$ cat src/rtl/microondas_pkg.sv
// Shared definitions for the microwave countdown timer.
// Holds the state encoding exposed on the estado output and the width
// of the seconds field used by num and restante.
package microondas_pkg;

    localparam int NUM_W = 5;

    typedef enum logic [1:0] {
        REPOSO   = 2'd0,
        CONTANDO = 2'd1,
        PAUSA    = 2'd2,
        FIN      = 2'd3
    } estado_t;

endpackage

$ cat src/rtl/contador_regresivo_if.sv
// Control/status bundle of the countdown timer.
//   master: drives num/start/pausa/cancelar, observes the status outputs
//   slave : the timer itself
//   num        preset seconds from the program selector
//   start      one-cycle start/resume request
//   pausa      one-cycle pause request
//   cancelar   one-cycle abort request
//   restante   seconds remaining
//   calentando heater enable
//   alarma     buzzer enable
//   fin        one-cycle pulse on reaching zero
//   estado     current state encoding
interface contador_regresivo_if;
    import microondas_pkg::*;

    logic [NUM_W-1:0] num;
    logic             start;
    logic             pausa;
    logic             cancelar;
    logic [NUM_W-1:0] restante;
    logic             calentando;
    logic             alarma;
    logic             fin;
    logic [1:0]       estado;

    modport master (
        output num, start, pausa, cancelar,
        input  restante, calentando, alarma, fin, estado
    );

    modport slave (
        input  num, start, pausa, cancelar,
        output restante, calentando, alarma, fin, estado
    );

endinterface

$ cat src/rtl/divisor_1hz.sv
// One-second prescaler. Counts 0..CLK_HZ-1 while enabled and raises tick
// for the cycle in which it sits at CLK_HZ-1; clr has priority over en.
//   clk, rst_n : system clock, async active-low reset
//   en         : advance the count this cycle
//   clr        : force the count back to 0
//   tick       : one-second strobe (only while en)
module divisor_1hz #(
    parameter int CLK_HZ = 100_000_000
) (
    input  logic clk,
    input  logic rst_n,
    input  logic en,
    input  logic clr,
    output logic tick
);

    localparam int CW = (CLK_HZ > 1) ? $clog2(CLK_HZ) : 1;
    localparam logic [CW-1:0] MAX = CW'(CLK_HZ - 1);

    logic [CW-1:0] cnt_q, cnt_d;

    assign tick = en && (cnt_q == MAX);

    always_comb begin
        cnt_d = cnt_q;
        if (clr) begin
            cnt_d = '0;
        end else if (en) begin
            cnt_d = tick ? '0 : cnt_q + CW'(1);
        end
    end

    always_ff @(posedge clk or negedge rst_n) begin
        if (!rst_n) begin
            cnt_q <= '0;
        end else begin
            cnt_q <= cnt_d;
        end
    end

endmodule

$ cat src/rtl/contador_regresivo.sv
// Microwave cooking countdown timer with pause, abort and end-of-cycle alarm.
//   clk, rst_n : system clock, async active-low reset
//   bus        : control requests in, status outputs out (all registered)
//
// state    | meaning
// REPOSO   | idle, waiting for start with a non-zero preset
// CONTANDO | heater on, restante decrements once per second
// PAUSA    | heater off, restante and partial second frozen
// FIN      | reached zero, buzzer on for ALARMA_S seconds
module contador_regresivo
    import microondas_pkg::*;
#(
    parameter int CLK_HZ   = 100_000_000,
    parameter int ALARMA_S = 3
) (
    input  logic                clk,
    input  logic                rst_n,
    contador_regresivo_if.slave bus
);

    localparam int AW = ($clog2(ALARMA_S + 1) < 1) ? 1 : $clog2(ALARMA_S + 1);

    estado_t          estado_q, estado_d;
    logic [NUM_W-1:0] restante_q, restante_d;
    logic             calentando_q, calentando_d;
    logic             alarma_q, alarma_d;
    logic             fin_q, fin_d;
    logic [AW-1:0]    alarma_cnt_q, alarma_cnt_d;

    logic tick;
    logic pre_en;
    logic pre_clr;

    // A winning pausa freezes the prescaler on the same edge, so a
    // coinciding tick never reaches the FSM.
    assign pre_en = !bus.cancelar &&
                    (((estado_q == CONTANDO) && !bus.pausa) || (estado_q == FIN));

    // Restart the second on FIN entry so the alarm lasts whole seconds.
    assign pre_clr = bus.cancelar || (estado_q == REPOSO) ||
                     ((estado_q == CONTANDO) && !bus.pausa && tick &&
                      (restante_q == NUM_W'(1)));

    divisor_1hz #(.CLK_HZ(CLK_HZ)) u_divisor (
        .clk  (clk),
        .rst_n(rst_n),
        .en   (pre_en),
        .clr  (pre_clr),
        .tick (tick)
    );

    always_comb begin
        estado_d     = estado_q;
        restante_d   = restante_q;
        alarma_d     = alarma_q;
        alarma_cnt_d = alarma_cnt_q;
        fin_d        = 1'b0;
        if (bus.cancelar) begin
            estado_d     = REPOSO;
            restante_d   = '0;
            alarma_d     = 1'b0;
            alarma_cnt_d = '0;
        end else begin
            case (estado_q)
                REPOSO: begin
                    if (bus.start && (bus.num != '0)) begin
                        estado_d   = CONTANDO;
                        restante_d = bus.num;
                    end
                end
                CONTANDO: begin
                    if (bus.pausa) begin
                        estado_d = PAUSA;
                    end else if (tick) begin
                        restante_d = restante_q - NUM_W'(1);
                        if (restante_q == NUM_W'(1)) begin
                            estado_d     = FIN;
                            fin_d        = 1'b1;
                            alarma_d     = 1'b1;
                            alarma_cnt_d = AW'(ALARMA_S);
                        end
                    end
                end
                PAUSA: begin
                    if (bus.start) begin
                        estado_d = CONTANDO;
                    end
                end
                FIN: begin
                    if (tick) begin
                        if (alarma_cnt_q == AW'(1)) begin
                            estado_d     = REPOSO;
                            alarma_d     = 1'b0;
                            alarma_cnt_d = '0;
                        end else begin
                            alarma_cnt_d = alarma_cnt_q - AW'(1);
                        end
                    end
                end
                default: estado_d = REPOSO;
            endcase
        end
        calentando_d = (estado_d == CONTANDO);
    end

    always_ff @(posedge clk or negedge rst_n) begin
        if (!rst_n) begin
            estado_q     <= REPOSO;
            restante_q   <= '0;
            calentando_q <= 1'b0;
            alarma_q     <= 1'b0;
            fin_q        <= 1'b0;
            alarma_cnt_q <= '0;
        end else begin
            estado_q     <= estado_d;
            restante_q   <= restante_d;
            calentando_q <= calentando_d;
            alarma_q     <= alarma_d;
            fin_q        <= fin_d;
            alarma_cnt_q <= alarma_cnt_d;
        end
    end

    assign bus.estado     = estado_q;
    assign bus.restante   = restante_q;
    assign bus.calentando = calentando_q;
    assign bus.alarma     = alarma_q;
    assign bus.fin        = fin_q;

endmodule

$ cat src/flat_wrapper.sv
// flat-port wrapper written by rule: the top's interface ports become plain ports
module contador_regresivo_flat import microondas_pkg::*;
#(
    parameter int CLK_HZ   = 100_000_000,
    parameter int ALARMA_S = 3
)
  (clk, rst_n, bus_num, bus_start, bus_pausa, bus_cancelar, bus_restante, bus_calentando, bus_alarma, bus_fin, bus_estado);
  contador_regresivo_if bus_i ();
  input  logic clk;
  input  logic rst_n;
  input wire logic [$bits(bus_i.num)-1:0] bus_num;
  input wire logic [$bits(bus_i.start)-1:0] bus_start;
  input wire logic [$bits(bus_i.pausa)-1:0] bus_pausa;
  input wire logic [$bits(bus_i.cancelar)-1:0] bus_cancelar;
  output wire logic [$bits(bus_i.restante)-1:0] bus_restante;
  output wire logic [$bits(bus_i.calentando)-1:0] bus_calentando;
  output wire logic [$bits(bus_i.alarma)-1:0] bus_alarma;
  output wire logic [$bits(bus_i.fin)-1:0] bus_fin;
  output wire logic [$bits(bus_i.estado)-1:0] bus_estado;
  assign bus_i.num = bus_num;
  assign bus_i.start = bus_start;
  assign bus_i.pausa = bus_pausa;
  assign bus_i.cancelar = bus_cancelar;
  assign bus_restante = bus_i.restante;
  assign bus_calentando = bus_i.calentando;
  assign bus_alarma = bus_i.alarma;
  assign bus_fin = bus_i.fin;
  assign bus_estado = bus_i.estado;
  contador_regresivo #(.CLK_HZ(CLK_HZ), .ALARMA_S(ALARMA_S)) u_core (.clk(clk), .rst_n(rst_n), .bus(bus_i));
endmodule
$ cat config.mk
export PLATFORM = sky130hd
export DESIGN_NAME = contador_regresivo_flat
export DESIGN_NICKNAME = d
export VERILOG_FILES = /design/src/rtl/microondas_pkg.sv /design/src/rtl/contador_regresivo_if.sv /design/src/rtl/divisor_1hz.sv /design/src/rtl/contador_regresivo.sv /design/src/flat_wrapper.sv
export SDC_FILE = /design/constraint.sdc
export NUM_CORES = 1
export LEC_CHECK = 0
export BUFFER_PORTS_ARGS = -buffer_cell sky130_fd_sc_hd__buf_2
export CELL_PAD_IN_SITES_DETAIL_PLACEMENT = 1
export CELL_PAD_IN_SITES_GLOBAL_PLACEMENT = 2
export CORE_MARGIN = 2
export CORE_UTILIZATION = 35
export DETAILED_ROUTE_END_ITERATION = 8
export GPL_TIMING_DRIVEN = 0
export HOLD_SLACK_MARGIN = 0.02
export PLACE_DENSITY_LB_ADDON = 0.1
export SYNTH_ARGS = -nofsm -noshare
export SYNTH_HDL_FRONTEND = slang
export SYNTH_SLANG_ARGS = --single-unit
$ cat constraint.sdc
create_clock -name clk -period 2.18 [get_ports clk]
set_clock_uncertainty 0.05 [all_clocks]
set_input_delay 0.436 -clock clk [delete_from_list [all_inputs] [get_ports clk]]
set_output_delay 0.436 -clock clk [all_outputs]
set_load 0.03 [all_outputs]
==> results_dict.tcl, run 1 <==
set metrics [dict create \
    p_switching_w 0.000499 \
    grt_pass1_vias 2566 \
    clk_pin_slew_worst_paths_ps 80 \
    gp_congestion 0.809 \
    maxCapViolCount 0 \
    dr_wl_met3_um 286 \
    endpoint_kind "flop" \
    ios 20 \
    synth_edf_count 0 \
    die_w_um 90.1 \
    clk_latency_ps 300 \
    grt_overflow_total 0 \
    tightest_slew_ps 964 \
    synthArstFlopShare 1.00 \
    cts_root_buffer "clkbuf_8" \
    grt_pass1_wl_um 14400 \
    finalHoldViolations 0 \
    cts_tree "yes" \
    hold_class "primary input to async pin" \
    setup_viol 0 \
    fin_crit_sh 0.963 \
    met2_wirelength_um 4090 \
    seq_area_frac_synth 0.376 \
    ys_top_cells_by_area "dfrtp_1 (38%), a31oi_1 (4.6%), nand3_1 (4.1%)" \
    top_layer "met4" \
    cts_buffers 5 \
    antenna_cells 0 \
    min_period_ps 2100 \
    drive_gt1_frac 0.220 \
    p_clk_frac 0.311 \
    crit_required_ps 2370 \
    p_per_area_nw_per_um2 511 \
    drt-total-wl_um 8780 \
    cts_buffer_depth 2 \
    status "complete, no violations" \
    die_area_um2 8110 \
    htree_levels 2 \
    area_growth_pct 17.5 \
    vias 2510 \
    fmax_mhz 476 \
    core_um2 7210 \
    p_sw_frac 0.321 \
    yosys_register_bits 39 \
    wl_per_cell_um 21.1 \
    p_comb_frac 0.192 \
    grt_max_degree 40 \
    drtIter0Drc 121 \
    die_h_um 90.1 \
    grt_antenna_before_repair 0 \
    cp.arrival_ps 2290 \
    layout_commonest_cell "dfrtp_1" \
    ant_nets 0 \
    groute.usage.overall 0.224 \
    p_int_w 0.00106 \
    ys_warn_count 0 \
    nets 333 \
    synth_fp_nets 298 \
    portBuffers 19 \
    report.final.slew_viol_count 0 \
    irDropWorstVdd_mv 0.217 \
    yosys.area.top_type "dfrtp_1" \
    p_leak_nw 1.29 \
    syn_area_um2 2590 \
    seqPwrFrac 0.497 \
    yosysTopAreaCellShare 0.376 \
    synth_ff_type "dfrtp_1" \
    clock-sinks 39 \
    holdWs_ps 237 \
    critPathKind "flop to flop" \
    syn_inst 284 \
    drtPass1Iterations 4 \
    synth_area_per_cell_um2 9.13 \
    start_kind "flop" \
    tns_ps 0 \
    drc 0 \
    worstPathMaxFanout 7 \
    rows 31 \
    hpwlAfterDp_um 6130 \
    rsz0062_at_grt "true" \
    initial_core_util 0.359 \
    slew_headroom 0.358 \
    yosysUniqueCellTypes 58 \
    met1_length_um 4350 \
    final_cell_mix "dfrtp_1 (36), buf_2 (23), nand2_1 (23)" \
    viasPerCell 6.02 \
]
sequential cells by signal (all words and copies together), names as in the netlist:
register,flops
u_core.alarma_cnt_q,2
u_core.bus.alarma,1
u_core.bus.calentando,1
u_core.bus.estado,2
u_core.bus.fin,1
u_core.bus.restante,5
u_core.u_divisor.cnt_q,27
synth_stat cells, types with 2 or more instances:
cell      number
buf_2          4
nor4_1         2
o41a_1         2
nor2_1        11
nand2_1       24
o32ai_1        2
ha_1           4
or3_1          6
a21oi_1        6
a211o_1        5
nor4b_1        3
nor2b_1        2
a21o_1         2
nor4_4         2
and2_1         3
nor4bb_1       3
nand2b_1       7
o21ai_0       14
o31a_1         4
dfrtp_1       39
inv_1         10
a41oi_1        4
nand3_1       21
o41ai_1        2
and3_1         9
a31oi_1       19
mux2i_1       10
and4_1         4
nor3_1         3
a32oi_1        2
o211ai_1       7
o31ai_1        2
o211a_1        2
nand4_1       12
clkbuf_1       9
metal layers:
metal | GRT usage | vias to the layer above
li1 | - | 1186
met5 | 0 | -
met4 | 0.0385 | 0
met1 | 0.330 | 1286
met3 | 0.0285 | 6
met2 | 0.357 | 32
area by class of cell:
type	count	area, um^2
Fill cell	872	4170
Multi-Input combinational cell	218	1570
Sequential cell	39	980
Timing Repair Buffer	29	174
Tap cell	99	124
Buffer	15	85.1
Clock buffer	6	72.6
Inverter	11	41.3
through the flow:
stage	cell area (um^2)	worst slack [ps]	util	cells	total power, W
floorplan	2590	130	-	284	0.000958
global placement	2810	-485	0.390	402	0.00107
finish	3050	79.8	0.422	417	0.00156
detailed placement	2810	-451	0.390	402	0.00107
CTS	2950	2.90	0.409	412	0.00156
global route	3050	-19.6	0.422	417	0.00164
worst max-delay path: stages (launching register included):
cell     delay (ps)
dfrtp_1         410
ha_4            180
nand3_4         130
or4_4           470
nor3_4          320
buf_6           190
and3_4          190
a211o_1         100
power groups by stage:
| stage | sequential (W) | clock [W] | combinational [W] |
|---|---|---|---|
| 2_1_floorplan | 0.000804 | 0 | 0.000154 |
| 3_3_place_gp | 0.000784 | 0 | 0.000282 |
| 3_5_place_dp | 0.000784 | 0 | 0.000284 |
| 4_1_cts | 0.000772 | 0.000496 | 0.000296 |
| 5_1_grt | 0.000777 | 0.000532 | 0.000330 |
| 6_report | 0.000773 | 0.000485 | 0.000299 |
kinds of logic (layout without fill, tap and decap cells):
kind of cell | count (synthesis) | in the layout | synth area share
compound gates | 80 | 80 | 0.219
simple gates | 124 | 124 | 0.301
mux | 10 | 10 | 0.0386
buf+inv | 27 | 61 | 0.0454
fa+ha+maj | 4 | 4 | 0.0193
flops | 39 | 39 | 0.376
path summary, 6_finish.rpt:
| path | endpoint | cells after the start | from | slack (ps) |
|---|---|---|---|---|
| max | u_core.alarma_cnt_q[0] | 7 | u_core.u_divisor.cnt_q[1] | 80 |
| min | u_core.bus.restante[1] | 1 | rst_n | 240 |
| max reg2reg | u_core.alarma_cnt_q[0] | 7 | u_core.u_divisor.cnt_q[1] | 80 |
| min reg2reg | u_core.u_divisor.cnt_q[23] | 1 | u_core.u_divisor.cnt_q[23] | 440 |
| max in group asynchronous | u_core.bus.estado[0] | 1 | rst_n | 1180 |
| min in group clk | u_core.bus.restante[3] | 3 | bus_num[3] | 430 |
repair_timing:
item                       CTS  global route
buffers inserted             3             6
pin swaps                    4             5
setup endpoints to repair   34            32
gates cloned                 1             0
resized for setup           13            18
hold buffers                 0             0
(Power assumes the default switching activity.)
==> run 2, diff against run 1 <==
--- a/config.mk
+++ b/config.mk
@@ -8,12 +8,14 @@
 export BUFFER_PORTS_ARGS = -buffer_cell sky130_fd_sc_hd__buf_2
 export CELL_PAD_IN_SITES_DETAIL_PLACEMENT = 1
 export CELL_PAD_IN_SITES_GLOBAL_PLACEMENT = 2
+export CORE_ASPECT_RATIO = 1.5
 export CORE_MARGIN = 2
 export CORE_UTILIZATION = 35
 export DETAILED_ROUTE_END_ITERATION = 8
 export GPL_TIMING_DRIVEN = 0
 export HOLD_SLACK_MARGIN = 0.02
 export PLACE_DENSITY_LB_ADDON = 0.1
+export SETUP_SLACK_MARGIN = 0.15
 export SYNTH_ARGS = -nofsm -noshare
 export SYNTH_HDL_FRONTEND = slang
 export SYNTH_SLANG_ARGS = --single-unit
==> run 2 against run 1 <==
Compared with the run above:
- final area rose by 12%
- global-route usage rose by 1.8 points
- total power rose by 4.1%
- final cell count up 7.4%
==> results_dict.tcl, run 2 (synthesis gave the netlist of run 1 again) <==
set metrics [dict create \
    grt_pass1_wl_um 14600 \
    irDropWorstVdd_mv 0.284 \
    crit_path_cell_trace "nand2_1 > or4_4 > nor3_4 > buf_4 > buf_6 > and3_4 > nand2b_1" \
    place_ws_ps -524 \
    fin_crit_sh 0.939 \
    grt_max_degree 40 \
    worstPathMaxFanout 6 \
    core_um2 7230 \
    start_kind "flop" \
    cts_root_buffer "clkbuf_8" \
    tightest_slew_ps 938 \
    drt-total-wl_um 9480 \
    rows 38 \
    drtPass1Iterations 4 \
    clk_latency_ps 310 \
    layout_commonest_cell "buf_4" \
    maxCapViolCount 0 \
    fmax_mhz 488 \
    slew_headroom 0.374 \
    report.final.slew_viol_count 0 \
    die_w_um 74.3 \
    grt_antenna_before_repair 0 \
    finalHoldViolations 0 \
    crit_required_ps 2390 \
    cts_buffers 5 \
    worst_slack_ps 132 \
    cp.arrival_ps 2250 \
    hold_class "primary input to async pin" \
    r2r_setup_slack_ps 130 \
    viasPerCell 6.05 \
    cts_tree "yes" \
    hpwlAfterDp_um 6310 \
    initial_core_util 0.359 \
    ant_nets 0 \
    antenna_cells 0 \
    drc 0 \
    status "complete, no violations" \
    drtIter0Drc 118 \
    clock-sinks 39 \
    endpoint_kind "flop" \
    wl_per_cell_um 21.2 \
    rsz0062_at_grt "true" \
    clk_pin_slew_worst_paths_ps 90 \
    vias 2709 \
    fin_total_pwr_w 0.00162 \
    setup_viol 0 \
    largest_reg_flops 27 \
    cts_buffer_depth 2 \
    grt_overflow_total 0 \
    htree_levels 2 \
    ios 20 \
    gp_congestion 0.795 \
    die_h_um 109 \
    min_period_ps 2050 \
    cpMaxStageDelayCell "or4_4" \
    p_per_area_nw_per_um2 475 \
    slowest_delay_ps 550 \
    critPathKind "flop to flop" \
    top_register "u_core.u_divisor.cnt_q" \
    p_leak_nw 1.44 \
    grt_pass1_vias 2761 \
    drive_gt1_frac 0.351 \
    final_cell_mix "buf_4 (34), dfrtp_1 (28), buf_2 (22), nand2_1 (22), nand3_1 (19)" \
    die_area_um2 8130 \
    portBuffers 19 \
    area_growth_pct 31.7 \
    nets 361 \
    groute.usage.overall 0.242 \
]
[run 2: metrics by stage]
| step | hold slack, ps | area (um^2) | util | TNS (ps) | cells |
|---|---|---|---|---|---|
| 2_1_floorplan | 90.4 | 2590 | - | 0 | 284 |
| 3_3_place_gp | 425 | 2810 | 0.389 | -11970 | 403 |
| 3_5_place_dp | 432 | 2810 | 0.389 | -12250 | 403 |
| 4_1_cts | 256 | 3150 | 0.436 | 0 | 432 |
| 5_1_grt | 294 | 3410 | 0.472 | 0 | 448 |
| 6_report | 212 | 3410 | 0.472 | 0 | 448 |
[run 2: repair_timing]
action                                  4_1_cts  5_1_grt
hold buffers                                  0        0
resized for setup                            31       39
endpoints found under the setup margin       38       35
pin swaps                                    10       20
buffers inserted                             20       16
cloned                                        1        0
[run 2: final timing paths]
kind                                              endpoint  cells past startpoint                       start
worst max-delay path                     u_core.bus.alarma                      7   u_core.u_divisor.cnt_q[6]
min in group clk                    u_core.bus.restante[2]                      3                  bus_num[2]
worst min-delay path                u_core.bus.restante[3]                      1                       rst_n
worst max register to register           u_core.bus.alarma                      7   u_core.u_divisor.cnt_q[6]
worst min register to register  u_core.u_divisor.cnt_q[23]                      1  u_core.u_divisor.cnt_q[23]
max in group asynchronous        u_core.u_divisor.cnt_q[1]                      1                       rst_n
[run 2: per-layer routing]
| layer | vias up | global-route usage | wire length (um) |
|---|---|---|---|
| li1 | 1239 | - | - |
| met1 | 1374 | 0.250 | 3570 |
| met2 | 77 | 0.463 | 5310 |
| met3 | 19 | 0.0403 | 342 |
| met4 | 0 | 0.110 | 252 |
| met5 | - | 0 | 0 |
[run 2: layout make-up]
type / instances / area (um^2)
Buffer: 16 / 116
Clock buffer: 6 / 72.6
Clock inverter: 2 / 12.5
Fill cell: 847 / 3810
Inverter: 11 / 48.8
Multi-Input combinational cell: 218 / 1660
Sequential cell: 39 / 990
Tap cell: 100 / 125
Timing Repair Buffer: 56 / 388
[run 2: power breakdown]
group          internal [W]  switching (W)
logic              0.000117       0.000207
registers          0.000743      0.0000294
clock network      0.000224       0.000300
[run 2: worst max-delay path, delay by kind of cell, from the launching register on]
kind	cells	cell delay (ps)
and+or+nand+nor	5	1200
DFF	1	450
buffers and inverters	2	280
